--- src/rtl/seg_scan_controller_if.sv ---
// Load channel for the seven-segment scan controller: one display frame per
// valid/ready transfer (hex digits, decimal-point mask, blank mask).
interface seg_scan_controller_if;
   logic        load_valid;
   logic        load_ready;
   logic [31:0] load_data;
   logic [7:0]  load_dp;
   logic [7:0]  load_blank;

   modport master (
      output load_valid,
      output load_data,
      output load_dp,
      output load_blank,
      input  load_ready
   );

   modport slave (
      input  load_valid,
      input  load_data,
      input  load_dp,
      input  load_blank,
      output load_ready
   );
endinterface

--- src/rtl/seg_scan_controller.sv ---
// Time-multiplexed scan controller for an 8-digit seven-segment display with a
// double-buffered frame that is only swapped in at frame boundaries.
module seg_scan_controller #(
   parameter int TICK_DIV = 100000
) (
   input  logic                  clk,
   input  logic                  rst_n,
   input  logic                  en,
   seg_scan_controller_if.slave  load,
   output logic [2:0]            digit_sel,
   output logic [3:0]            digit_val,
   output logic                  digit_dp,
   output logic                  digit_blank,
   output logic                  frame_done
);

   localparam int PW = $clog2(TICK_DIV);
   localparam logic [PW-1:0] PLAST = PW'(TICK_DIV - 1);

   logic [PW-1:0] pcnt;
   logic          tick;
   logic          wrap;
   logic          accept;
   logic          commit;
   logic          pending;

   logic [31:0]   act_data;
   logic [7:0]    act_dp;
   logic [7:0]    act_blank;
   logic [31:0]   shd_data;
   logic [7:0]    shd_dp;
   logic [7:0]    shd_blank;
   logic [4:0]    nib_lsb;

   assign tick            = en && (pcnt == PLAST);
   assign wrap            = tick && (digit_sel == 3'd7);
   assign load.load_ready = !pending;
   assign accept          = load.load_valid && !pending;
   // With scanning frozen there is no frame in progress, so a pending frame may go live at once.
   assign commit          = pending && (wrap || !en);

   always_ff @(posedge clk) begin
      if (!rst_n) begin
         pcnt       <= '0;
         digit_sel  <= 3'd0;
         frame_done <= 1'b0;
      end else begin
         if (en) begin
            pcnt <= tick ? '0 : pcnt + 1'b1;
         end
         if (tick) begin
            digit_sel <= digit_sel + 3'd1;
         end
         frame_done <= wrap;
      end
   end

   // Accept and commit are mutually exclusive because accept needs pending low
   // and commit needs it high, so a frame accepted on a wrap waits for the next one.
   always_ff @(posedge clk) begin
      if (!rst_n) begin
         act_data  <= 32'h0;
         act_dp    <= 8'h00;
         act_blank <= 8'hFF;
         shd_data  <= 32'h0;
         shd_dp    <= 8'h00;
         shd_blank <= 8'h00;
         pending   <= 1'b0;
      end else if (accept) begin
         shd_data  <= load.load_data;
         shd_dp    <= load.load_dp;
         shd_blank <= load.load_blank;
         pending   <= 1'b1;
      end else if (commit) begin
         act_data  <= shd_data;
         act_dp    <= shd_dp;
         act_blank <= shd_blank;
         pending   <= 1'b0;
      end
   end

   // Digit 0 is the leftmost, most-significant nibble.
   always_comb begin
      nib_lsb     = 5'd28 - {digit_sel, 2'b00};
      digit_val   = act_data[nib_lsb +: 4];
      digit_dp    = act_dp[digit_sel];
      digit_blank = act_blank[digit_sel];
   end

endmodule
--- src/flat_wrapper.sv ---
// flat-port wrapper written by rule: the top's interface ports become plain ports
module seg_scan_controller_flat 
#(
   parameter int TICK_DIV = 100000
)
  (clk, rst_n, en, digit_sel, digit_val, digit_dp, digit_blank, frame_done, load_load_valid, load_load_data, load_load_dp, load_load_blank, load_load_ready);
  seg_scan_controller_if load_i ();
  input  logic clk;
  input  logic rst_n;
  input  logic en;
  output logic [2:0] digit_sel;
  output logic [3:0] digit_val;
  output logic digit_dp;
  output logic digit_blank;
  output logic frame_done;
  input wire logic [$bits(load_i.load_valid)-1:0] load_load_valid;
  input wire logic [$bits(load_i.load_data)-1:0] load_load_data;
  input wire logic [$bits(load_i.load_dp)-1:0] load_load_dp;
  input wire logic [$bits(load_i.load_blank)-1:0] load_load_blank;
  output wire logic [$bits(load_i.load_ready)-1:0] load_load_ready;
  assign load_i.load_valid = load_load_valid;
  assign load_i.load_data = load_load_data;
  assign load_i.load_dp = load_load_dp;
  assign load_i.load_blank = load_load_blank;
  assign load_load_ready = load_i.load_ready;
  seg_scan_controller #(.TICK_DIV(TICK_DIV)) u_core (.clk(clk), .rst_n(rst_n), .en(en), .load(load_i), .digit_sel(digit_sel), .digit_val(digit_val), .digit_dp(digit_dp), .digit_blank(digit_blank), .frame_done(frame_done));
endmodule
--- config.mk ---
export PLATFORM = sky130hd
export DESIGN_NAME = seg_scan_controller_flat
export DESIGN_NICKNAME = d
export VERILOG_FILES = /design/src/rtl/seg_scan_controller_if.sv /design/src/rtl/seg_scan_controller.sv /design/src/flat_wrapper.sv
export SDC_FILE = /design/constraint.sdc
export NUM_CORES = 1
export LEC_CHECK = 0
export CAP_MARGIN = 20
export CORE_MARGIN = 10
export CORE_UTILIZATION = 45
export DETAILED_ROUTE_END_ITERATION = 6
export HOLD_SLACK_MARGIN = 0.03
export PLACE_DENSITY_LB_ADDON = 0.3
export SYNTH_ARGS = -nofsm -noshare
export SYNTH_HDL_FRONTEND = slang
export SYNTH_SLANG_ARGS = --single-unit
--- constraint.sdc ---
create_clock -name clk -period 2.04 [get_ports clk]
set_input_delay 0.306 -clock clk [delete_from_list [all_inputs] [get_ports clk]]
set_output_delay 0.306 -clock clk [all_outputs]
set_load 0.02 [all_outputs]
==> metrics, run 1 <==
FF-to-FF Start=u_core.digit_sel[0]$_SDFFE_PN0N_; H-tree depth=4; Post-synth ARST share=0%; Setup Viol. Count Final=54; clock-pin slew on the worst setup and hold paths=about 0.060 ns; Clock Latency Late Sink=0.52 ns; endpoint class of the critical path=output port; drc violations=0; Die H=~130 µm; CTS Buf Count=17; Die ar.=15700 µm²; r2r setup slk=-0.14 ns; Final GP Congestion=0.863; Post-DRT Antenna Nets=0; final hold slack=0.325 ns; crit path to=digit_val[1]; R2R cell count=11; Clock Sinks=between 100 and 150; Total Wirelength=about 13 mm; RSZ-0062 raised after global routing=yes; cts hold-fix bufs=0; die width=around 130 µm; status=finished, violations left; drt via density=5.25; prevailing post-synth register cell=dfxtp_1; syn nets=626; Starting Density=46.1%; number of global-route vias before repair=4264; min-delay src=rst_n; minimum clock period=2.24 ns; gr ovfl total=0; number of synthesized flops with an enable pin=0; failing checks=negative setup slack; Critical Path Start Type=register; f_max=roughly 0.45 GHz; Area contributors post-synth=dfxtp_1, nand2_1, mux2i_1; Area Growth Syn to Fin=33.8%; synthesized area per cell=8.75 µm²; All-Layer GR Usage=roughly 16%; # diodes=0; Netlist cell types=46; post-synth top area share=between 40% and 50%; clk root buf=clkbuf_8; register area share after synthesis=47.3%; Critical Path RT=1.73 ns; final setup margin=-0.200 ns; Syn Std Cell Area=approximately 5000 µm²; Max clock buf depth=2; most common cell in the netlist=nand2_1; P_leak=around 2.4 nW; total number of vias=4190; Worst EP arrival=1.93 ns; I/O pin cnt=63; Setup TNS=-4.04 ns; largest net degree at the start of global routing=85; share of cells above drive strength 1=between 15 and 20%; CTS tree=done; Slew @ Worst Pin=0.583 ns; R2R Path End=u_core.act_data[20]$_SDFFE_PN0P_; std cell rows=38; Final period util=110%; Synth area leader=dfxtp_1; YS warnings=0; port bufs=62; crit-path max FO=8; Filler cells=about 900; worst hold path type=in -> reg; Post-synth top cells=nand2_1, dfxtp_1, a21oi_1, mux2i_1, nor2_1; Core Box Area=10800 µm²; synthesized flop and latch total=118; Pwr Density=889 nW/µm²; worst vdd ir=500 µV; Slew headroom=60.8%; WL per Instance=15.7 µm; initial antenna violation count=0; start point of the critical path=u_core.digit_sel[0]$_SDFFE_PN0N_; final hold vios=0; Detailed Route Iter0 Violations=around 330; first-pass GRT wire length=between 20 and 25 mm; Pre-antenna DRT Iters=4; Max Cap Viol=0; max-slew violations=0; Final nets=700; Post-Syn Instances=~570; Crit Path Class=reg -> out; worst clock skew=0.0115 ns; dpl hpwl=7.87 mm; pre-CTS WS=-0.142 ns
[where the power goes]
group / leakage, nW / total, mW / switching (mW) / internal (mW)
Sequential: 0.962 / 2.44 / 0.0507 / 2.39
Clock: 0.292 / 3.02 / 1.13 / 1.89
Combinational: 1.15 / 0.476 / 0.232 / 0.243
[state kept, by name, summed over array words and instances (netlist names)]
register and cells:
u_core.act_dp 8, u_core.shd_blank 8, u_core.pending 1, u_core.shd_data 32
u_core.act_data 32, u_core.act_blank 8, u_core.shd_dp 8, u_core.digit_sel 3
u_core.pcnt 17, u_core.frame_done 1
[logic make-up (layout without fill, tap and decap cells)]
| kind of cell | after synthesis | in the layout | synth area share (%) |
|---|---|---|---|
| simple gates | 258 | 258 | 21.9 |
| flops | 118 | 118 | 47.3 |
| compound gates | 74 | 74 | 8.12 |
| mux | 66 | 66 | 16.4 |
| buf+inv | 43 | 130 | 3.91 |
| xor+xnor | 9 | 9 | 1.58 |
| fa+ha+maj | 3 | 3 | 0.752 |
[cells in the final DEF (no fill, tap or decap), types with 2 or more instances in the layout]
cell | netlist | layout
nand2_1 | 188 | 188
dfxtp_1 | 118 | 117
a21oi_1 | 59 | 59
clkdlybuf4s50_1 | 0 | 53
mux2i_1 | 48 | 46
nor2_1 | 30 | 30
clkbuf_16 | 0 | 17
buf_4 | 2 | 14
mux4_2 | 12 | 12
buf_6 | 3 | 10
buf_12 | 0 | 9
mux2_4 | 0 | 6
xnor2_1 | 6 | 6
inv_6 | 0 | 6
inv_1 | 5 | 5
nand3_1 | 5 | 5
o21ai_0 | 5 | 5
nor3_1 | 6 | 5
nand4_1 | 4 | 4
nor4_1 | 4 | 4
xor2_1 | 3 | 3
bufinv_16 | 0 | 3
and2_1 | 2 | 2
mux2i_2 | 0 | 2
or3_1 | 2 | 2
and3_1 | 2 | 2
nand3b_1 | 2 | 2
a31o_2 | 2 | 2
nand2b_1 | 2 | 2
ha_1 | 3 | 2
clkinvlp_4 | 0 | 2
clkinv_4 | 0 | 2
dlygate4sd2_1 | 0 | 2
[metal layers]
layer | vias up | wire [µm] | GRT usage (%)
li1 | 2074 | - | -
met1 | 2007 | 5540 | 18.8
met2 | 93 | 6350 | 26.8
met3 | 16 | 470 | 4.27
met4 | 0 | 148 | 4.95
met5 | - | 0 | 0
[what timing repair did]
item,CTS,global route
pin swaps,0,1
gates resized for setup,56,3
setup endpoints to repair,56,54
setup buffers,6,1
endpoints found under the hold margin,0,0
gates cloned,3,1
[stage by stage]
| step | util [%] | power [mW] | cells | instance area (µm²) |
|---|---|---|---|---|
| after floorplan | - | 2.73 | 571 | 5000 |
| after global placement | 54.3 | 2.92 | 757 | 5890 |
| after detailed placement | 54.3 | 2.93 | 757 | 5890 |
| after CTS | 61.7 | 5.98 | 798 | 6690 |
| after global routing | 61.6 | 6.14 | 798 | 6680 |
| final | 61.6 | 5.94 | 798 | 6680 |
[cell type report]
class	count	area [µm²]	area share (%)
Clock inverter	15	191	2.87
Clock buffer	17	414	6.20
Timing Repair Buffer	92	1020	15.2
Multi-Input combinational cell	410	2490	37.3
Sequential cell	118	2370	35.4
Inverter	6	22.5	0.337
Tap cell	140	175	2.62
[worst max-delay path, stage by stage, from the launching register on]
cell and delay [ns]:
dfxtp_4 0.37, buf_12 0.13, mux4_2 0.50, mux2_4 0.29, buf_6 0.13
[worst min path at each step]
stage | slack, ns | cells after the start | end
2_1_floorplan | 0.43 | 2 | u_core.act_data[20]$_SDFFE_PN0P_
3_3_place_gp | 0.44 | 2 | u_core.act_data[23]$_SDFFE_PN0P_
3_5_place_dp | 0.45 | 2 | u_core.shd_data[14]$_SDFFE_PN0P_
4_1_cts | 0.32 | 3 | u_core.shd_data[26]$_SDFFE_PN0P_
5_1_grt | 0.33 | 3 | u_core.shd_data[18]$_SDFFE_PN0P_
6_report | 0.33 | 3 | u_core.shd_blank[4]$_SDFFE_PN0P_
Power figures use the tool's default switching activity.
==> run 2: changes to the inputs <==
- CELL_PAD_IN_SITES_DETAIL_PLACEMENT: default -> 0
- CELL_PAD_IN_SITES_GLOBAL_PLACEMENT: default -> 1
- CORE_UTILIZATION: 45 -> 29
==> run 2 against run 1 <==
Effect of this change:
- the run still ends with negative setup slack left
- flip-flop and latch count did not move
- power down 0.22%
- sequential share of layout area shrank 0.33 points
- clock power about the same
- non-clock buffer count is 5 lower
- utilization decreased by 21 points
==> metrics, run 2 (synthesis results as in run 1) <==
Final period util=106% (-3.6 points); initial antenna violation count=0 (unchanged); drt via density=4.61 (-12%); Core Box Area=16800 µm² (+55%); Total Wirelength=12.7 mm (+1.2%); Starting Density=29.8% (-16 points); H-tree depth=4 (unchanged); number of global-route vias before repair=4086 (-4.2%); All-Layer GR Usage=11.3% (-4.4 points); commonest non-fill, non-tap cell in the layout=nand2_1; commonest non-fill, non-tap cells in the layout=nand2_1, dfxtp_1, a21oi_1, clkdlybuf4s50_1, mux2i_1; worst vdd ir=514 µV (+2.9%); P_leak=2.37 nW (-1.3%); Clock Latency Late Sink=0.41 ns (-0.11 ns); Die H=151 µm (+21%); Final GP Congestion=0.799 (-7.5%); status=finished, violations left; drc violations=0 (unchanged); final instance count without filler cells=873 (+9.4%); Critical Path Start Type=register; Die ar.=22900 µm² (+46%); Post-DRT Antenna Nets=0 (unchanged); port bufs=62 (unchanged); Slew @ Worst Pin=0.640 ns (+0.0568 ns); cts hold-fix bufs=0 (unchanged); Detailed Route Iter0 Violations=198 (-40%); I/O pin cnt=63 (unchanged); Max clock buf depth=2 (unchanged); Pwr Density=879 nW/µm² (-1.2%); Slew headroom=57.3% (-3.4 points); final setup margin=-0.128 ns (+0.0724 ns); Area Growth Syn to Fin=35.1%; CTS tree=done; clock-pin slew on the worst setup and hold paths=0.06 ns (about the same); crit-path max FO=5 (-3); Power, Total=5.93 mW (-0.22%); # diodes=0 (unchanged); Worst EP arrival=1.86 ns (-0.07 ns); Pre-antenna DRT Iters=4 (unchanged); Clock Sinks=118 (unchanged); clk root buf=clkbuf_16; Final nets=695 (-0.71%); die width=151 µm (+21%); Max Cap Viol=0 (unchanged); top flop regs=u_core.act_data: 32 flops, u_core.shd_data: 32 flops, u_core.pcnt: 17 flops; post-placement cell count=837 (+11%); minimum clock period=2.17 ns (-0.0724 ns); CTS Buf Count=17 (unchanged); Setup Viol. Count Final=6 (-89%); std cell rows=47 (+24%); WL per Instance=14.5 µm (-7.5%); first-pass GRT wire length=20.5 mm (-1.4%); pre-CTS WS=-0.140 ns (+0.00254 ns); failing checks=negative setup slack; endpoint class of the critical path=output port; gr ovfl total=0 (unchanged); final hold vios=0 (unchanged); f_max=0.461 GHz (+3.3%); worst hold path type=in -> reg; share of cells above drive strength 1=14.9% (-0.95 points); Crit Path Class=reg -> out; largest net degree at the start of global routing=66 (-22%); max-slew violations=0 (unchanged); RSZ-0062 raised after global routing=yes; Critical Path RT=1.73 ns (about the same); r2r setup slk=0.09 ns (+0.23 ns); total number of vias=4024 (-4.0%); dpl hpwl=8.64 mm (+9.8%); worst clock skew=0.00673 ns (-0.00482 ns)
## run 2: cell type report
cell class	count	area, µm²
tap	220	275
timing repair buffer	87	956
clock buffer	21	460
clock inverter	11	148
sequential	118	2370
inverter	6	22.5
multi-input combinational	410	2520
fill	1669	10000
## run 2: final timing paths
| kind | from | end | cells after the start |
|---|---|---|---|
| worst max-delay path | u_core.digit_sel[0]$_SDFFE_PN0N_ | digit_val[1] | 4 |
| worst min-delay path | rst_n | u_core.shd_blank[5]$_SDFFE_PN0P_ | 3 |
| worst max register to register | u_core.digit_sel[0]$_SDFFE_PN0N_ | u_core.act_dp[5]$_SDFFE_PN0P_ | 9 |
| worst min register to register | u_core.shd_dp[2]$_SDFFE_PN0P_ | u_core.act_dp[2]$_SDFFE_PN0P_ | 2 |
## run 2: metrics by stage
stage	utilization, %	hold WS, ns	instance area (µm²)	setup TNS [ns]
floorplan	-	0.432	5000	0
global placement	35.7	0.443	5980	-0.667
detailed placement	35.7	0.447	5980	-0.773
CTS	39.7	0.289	6660	-0.843
global route	40.2	0.316	6750	-1.05
finish	40.2	0.298	6750	-0.736
## run 2: routing by layer
layer  share of wire [%]  routed length [µm]  vias up  GRT usage [%]
met4                 1.1                 136        0           4.33
met3                 4.6                 581       10           3.88
met2                  47                5890       65           17.7
met5                   0                   0        -              0
li1                    -                   -     2065              -
met1                  48                6050     1884           14.0
## run 2: timing repair
action,in CTS,in global routing
gates cloned,1,2
gates resized for setup,48,6
pin swaps,0,1
setup endpoints to repair,29,51
buffers inserted,1,1
## run 2: report_power, final
group	switching, mW	internal [mW]	total, mW
clock network	1.05	1.99	3.03
registers	0.0495	2.39	2.44
logic	0.225	0.229	0.454
total	1.32	4.61	5.93
## run 2: worst max-delay path: stages (launching register included)
cell and delay [ns]:
dfxtp_4 0.40, buf_12 0.13, mux4_2 0.50, mux2_4 0.29, buf_6 0.13
